`config.mk`:
```
export PLATFORM = sky130hd
export DESIGN_NAME = fetch_stage
export DESIGN_NICKNAME = d
export VERILOG_FILES = /design/src/rtl/fetch_stage.sv
export SDC_FILE = /design/constraint.sdc
export NUM_CORES = 1
export LEC_CHECK = 0
export CAP_MARGIN = 10
export CORE_MARGIN = 1
export CORE_UTILIZATION = 42
export CTS_BUF_LIST = sky130_fd_sc_hd__clkbuf_8
export CTS_CLUSTER_SIZE = 10
export DETAILED_ROUTE_END_ITERATION = 10
export GPL_TIMING_DRIVEN = 0
export PLACE_DENSITY = 0.91
export SYNTH_ARGS = -nofsm -noshare
export SYNTH_HDL_FRONTEND = slang
export SYNTH_SLANG_ARGS = --single-unit
```
`constraint.sdc`:
```
create_clock -name clk -period 3.3 [get_ports clk]
set_clock_uncertainty 0.15 [all_clocks]
set_input_delay 0.495 -clock clk [delete_from_list [all_inputs] [get_ports clk]]
set_output_delay 0.495 -clock clk [all_outputs]
set_load 0.02 [all_outputs]
```
`src/rtl/fetch_stage.sv`:
```
// Instruction fetch stage: owns the PC, issues one outstanding word request at a time,
// and holds a single-entry output buffer that feeds decode.
module fetch_stage #(
    parameter int                    ADDR_WIDTH        = 32,
    parameter int                    INSTRUCTION_WIDTH = 32,
    parameter logic [ADDR_WIDTH-1:0] RESET_PC          = '0
) (
    input  logic                         clk,
    input  logic                         rst,
    input  logic                         next_stall,
    output logic                         done_next,
    output logic [ADDR_WIDTH-1:0]        program_count,
    output logic                         program_count_valid,
    output logic [INSTRUCTION_WIDTH-1:0] instruction_data,
    output logic                         instruction_data_valid,
    input  logic                         control_flow_affected,
    input  logic [ADDR_WIDTH-1:0]        jump_target,
    input  logic                         jump_target_valid,
    output logic                         imem_req,
    output logic [ADDR_WIDTH-1:0]        imem_addr,
    input  logic                         imem_ready,
    input  logic                         imem_rsp_valid,
    input  logic [INSTRUCTION_WIDTH-1:0] imem_rsp_data,
    input  logic                         imem_rsp_error
);

    // state  | meaning
    // S_REQ  | idle, may issue a request (or consume a misaligned PC locally)
    // S_WAIT | request accepted, response still owed to this fetch
    // S_DROP | redirected while waiting, the owed response is discarded
    typedef enum logic [1:0] {S_REQ, S_WAIT, S_DROP} state_t;

    state_t                         state, state_next;
    logic [ADDR_WIDTH-1:0]          fetch_pc, fetch_pc_next;
    logic [ADDR_WIDTH-1:0]          buf_pc, buf_pc_next;
    logic [INSTRUCTION_WIDTH-1:0]   buf_data, buf_data_next;
    logic                           buf_ok, buf_ok_next;
    logic                           has_output, has_output_next;
    logic                           redirect, transfer, buf_free, pc_aligned, handshake;

    assign redirect   = control_flow_affected && jump_target_valid;
    assign done_next  = has_output && !redirect;
    assign transfer   = done_next && !next_stall;
    assign buf_free   = !has_output || transfer;
    assign pc_aligned = (fetch_pc[1:0] == 2'b00);

    assign imem_req  = (state == S_REQ) && !rst && buf_free && !redirect && pc_aligned;
    assign imem_addr = fetch_pc;
    assign handshake = imem_req && imem_ready;

    assign program_count          = buf_pc;
    assign program_count_valid    = has_output;
    assign instruction_data       = buf_data;
    assign instruction_data_valid = has_output && buf_ok;

    always_comb begin
        state_next      = state;
        fetch_pc_next   = fetch_pc;
        has_output_next = has_output && !transfer;
        buf_pc_next     = buf_pc;
        buf_data_next   = buf_data;
        buf_ok_next     = buf_ok;
        case (state)
            S_REQ: begin
                if (handshake) begin
                    state_next = S_WAIT;
                end else if (!pc_aligned && buf_free && !redirect) begin
                    has_output_next = 1'b1;
                    buf_pc_next     = fetch_pc;
                    buf_data_next   = '0;
                    buf_ok_next     = 1'b0;
                    fetch_pc_next   = fetch_pc + ADDR_WIDTH'(4);
                end
            end
            S_WAIT: begin
                // A request is only issued with the buffer free, so a response never overwrites it.
                if (imem_rsp_valid) begin
                    state_next = S_REQ;
                    if (!redirect) begin
                        has_output_next = 1'b1;
                        buf_pc_next     = fetch_pc;
                        buf_data_next   = imem_rsp_data;
                        buf_ok_next     = !imem_rsp_error;
                        fetch_pc_next   = fetch_pc + ADDR_WIDTH'(4);
                    end
                end else if (redirect) begin
                    state_next = S_DROP;
                end
            end
            S_DROP: begin
                if (imem_rsp_valid) state_next = S_REQ;
            end
            default: state_next = S_REQ;
        endcase
        if (redirect) begin
            fetch_pc_next   = jump_target;
            has_output_next = 1'b0;
        end
    end

    always_ff @(posedge clk or posedge rst) begin
        if (rst) begin
            state      <= S_REQ;
            fetch_pc   <= RESET_PC;
            has_output <= 1'b0;
            buf_pc     <= '0;
            buf_data   <= '0;
            buf_ok     <= 1'b0;
        end else begin
            state      <= state_next;
            fetch_pc   <= fetch_pc_next;
            has_output <= has_output_next;
            buf_pc     <= buf_pc_next;
            buf_data   <= buf_data_next;
            buf_ok     <= buf_ok_next;
        end
    end

endmodule

```
==> flow_summary.yaml <==
synthesis:
  synth-async-reset-ratio: 1.00
  synth_cells: 471
  synth_top_area_frac: 0.540
  synth_area_leaders: "dfrtp_1 54%, nand2_1 7.9%, mux2_2 6.6%, o21ai_0 4.4%, a31oi_1 2.8%"
  synth_edf_count: 0
  synth.avg_cell_area_um2: 9.84
  syn-num-nets: 544
  synth_top_area_cell: "dfrtp_1"
  ys_types: 50
  synthesis.area_um2: 4640
  synth-warning-count: 0
  synth-seq-area-share: 0.540
  synth_flop_cell: "dfrtp_1"
  ys_ff_latch: 100
clocking:
  htreeDepth: 3
  cts_hold_buf: 0
  cts.clk_slew.worst_paths_ns: 0.09
  cts_buffers: 9
  cts_root_buffer: "clkbuf_8"
  clock_sinks: 100
  clock_latency_ns: 0.37
  cts_tree: "done"
  post_cts_buffers: 0
  clockBufferDepth: 2
final_layout:
  fin_util: 0.644
  syn2layout_area_growth_pct: 45.9
  nNetsFinal: 726
  drive_above_1_share: 0.0866
  diodes: 0
  stdcell_area_um2: 6760
global_route:
  grt_pass1_vias: 4615
  busiest_layer: "met2"
  grt_use_met2: 0.443
  grt_pass1_wl_mm: 23.6
  grt_use_met1: 0.335
  antenna_found_initial: 0
  grt_use_met3: 0.0498
  grt_max_degree: 67
  grt_use_total: 0.265
  gr-total-overflow: 0
pwr:
  power_leakage_nw: 2.66
  p_per_area_nw_per_um2: 638
  total_power_mw: 4.32
  peakVddDrop_mv: 0.432
sta:
  holdWs_ns: 0.340
  relSlewSlack: 0.400
  rsz0062_at_grt: "no"
  fin_crit_ns: 3.11
  drv_slew: 0
  timing.fmax_mhz: 322
  timing.final.crit_share: 0.941
  hold_viol_final: 0
  final.setup.tns_ns: 0
  setup_viol: 0
  tightest_slew_ns: 0.896
floorplanning:
  dieArea_um2: 11500
  fp.dieW_um: 107
  core-area_um2: 10500
  io_pins: 172
  start_util: 0.441
  die_y_um: 107
  rows: 37
placement:
  io_buffers: 171
  dp_hpwl_mm: 10.7
  postPlaceCellArea_um2: 6550
  gp_congestion: 0.893
run:
  drv_cap: 0
drt:
  antenna_left: 0
  dr.pass1.iters: 5
  wire_per_inst_um: 18.5
  drcViolationCount: 0
  routed_wl_mm: 14.7
  vias_per_cell: 5.90
  drt_iter0_markers: 535
  vias: 4686
setup_path:
  cp_data_required_time_ns: 2.65
  start_kind: "input pin"
  crit_type: "input pin to output pin"
  crit_top_cell: "clkdlybuf4s50_1"
  regToRegStartpoint: "imem_addr[1]$_DFFE_PP0P_"
  critPathMaxFanout: 11
  crit_start: "control_flow_affected"
  cp-end-kind: "output pin"
  r2r_slack_ns: 0.42
  cp_slowest_cell: "clkdlybuf4s50_1"
  cpPeakStageDelay_ns: 0.62
  arrival_ns: 2.46
  crit_chain: "clkdlybuf4s50_1 > nand2_1 > buf_2 > and2_1 > clkdlybuf4s50_1"
hold_path:
  hp-start: "instruction_data[19]$_DFFE_PP0P_"
  hold_class: "register to register"
outcome:
  outcome: "finished clean"
## worst max-delay path: cells and delay by family
| family | cells | cell delay (ns) |
|---|---|---|
| buffers and inverters | 3 | 1.44 |
| AND/OR/NAND/NOR | 2 | 0.52 |
## cell usage in the layout, fill, tap and decap left out, types with 13 or more instances in the layout
master	Yosys	routed
o21ai_0	41	41
or4_1	13	13
nor2_1	25	25
nand2_1	97	97
mux2_2	27	27
clkdlybuf4s50_1	0	171
clkbuf_1	23	22
a31oi_1	21	21
dfrtp_1	100	100
## final timing paths
check,endpoint,depth (start not counted)
min reg2reg,instruction_data[19]$_DFFE_PP0P_,2
min in group asynchronous,instruction_data[25]$_DFFE_PP0P_,2
max reg2reg,instruction_data[10]$_DFFE_PP0P_,6
min,instruction_data[19]$_DFFE_PP0P_,2
max in group asynchronous,imem_addr[17]$_DFFE_PP0P_,3
max,done_next,5
## power breakdown
part	internal [mW]	leakage, nW	switching, mW
clock	0.442	0.115	0.425
combinational	0.802	1.32	0.907
sequential	1.50	1.22	0.246
total	2.74	2.66	1.58
## routing by layer
| metal | up-vias | wire length [um] |
|---|---|---|
| met2 | 300 | 7080 |
| met5 | - | 0 |
| met4 | 0 | 374 |
| li1 | 2068 | - |
| met3 | 40 | 1260 |
| met1 | 2278 | 6010 |
## cell usage after synthesis (all sizes together) (2+ instances only)
cell,number
inv,8
nor2,25
a31oi,21
nor4,4
nand2,97
a21oi,5
nand4,8
dfrtp,100
nor3b,2
nor2b,2
a211o,2
a2bb2oi,2
and3,3
o311ai,3
and4,5
or4,16
nand3,12
clkbuf,23
o31ai,12
mux2,27
and2,3
o21ai,41
nand4b,2
o41ai,4
nand3b,2
nor3,7
or3,10
buf,8
o211ai,3
## layout make-up
class | instances | area (um^2)
Inverter | 8 | 32.5
Multi-Input combinational cell | 332 | 1980
Fill cell | 792 | 3740
Buffer | 30 | 123
Clock inverter | 6 | 80.1
Clock buffer | 10 | 138
Sequential cell | 100 | 2500
Timing Repair Buffer | 172 | 1740
Tap cell | 136 | 170
## flip-flops by register name, summed over array words and instances (netlist names)
| signal | cells |
|---|---|
| buf_ok | 1 |
| imem_addr | 32 |
| instruction_data | 32 |
| program_count | 32 |
| program_count_valid | 1 |
| state | 2 |
## metrics by stage
| step | setup slack, ns | instances |
|---|---|---|
| floorplan | 0.0362 | 471 |
| global placement | -1.44 | 778 |
| detailed placement | -0.0845 | 779 |
| CTS | 0.0815 | 795 |
| global route | 0.106 | 794 |
| finish | 0.193 | 794 |
## cells by family after synthesis
logic type,count (synthesis),synth area share
flip-flops,100,0.540
multiplexers,27,0.0656
adder cells (fa/ha/maj),1,0.00270
AO/OA/AOI/OAI,102,0.140
XOR/XNOR,1,0.00189
buffers and inverters,39,0.0335
AND/OR/NAND/NOR,201,0.216
## timing repair
action | 4_1_cts | 5_1_grt
hold endpoints to repair | 0 | 0
endpoints found under the setup margin | 1 | 1
resized for setup | 1 | 0
pin swaps | 0 | 0
No activity file was read; power rests on OpenSTA's default activity.
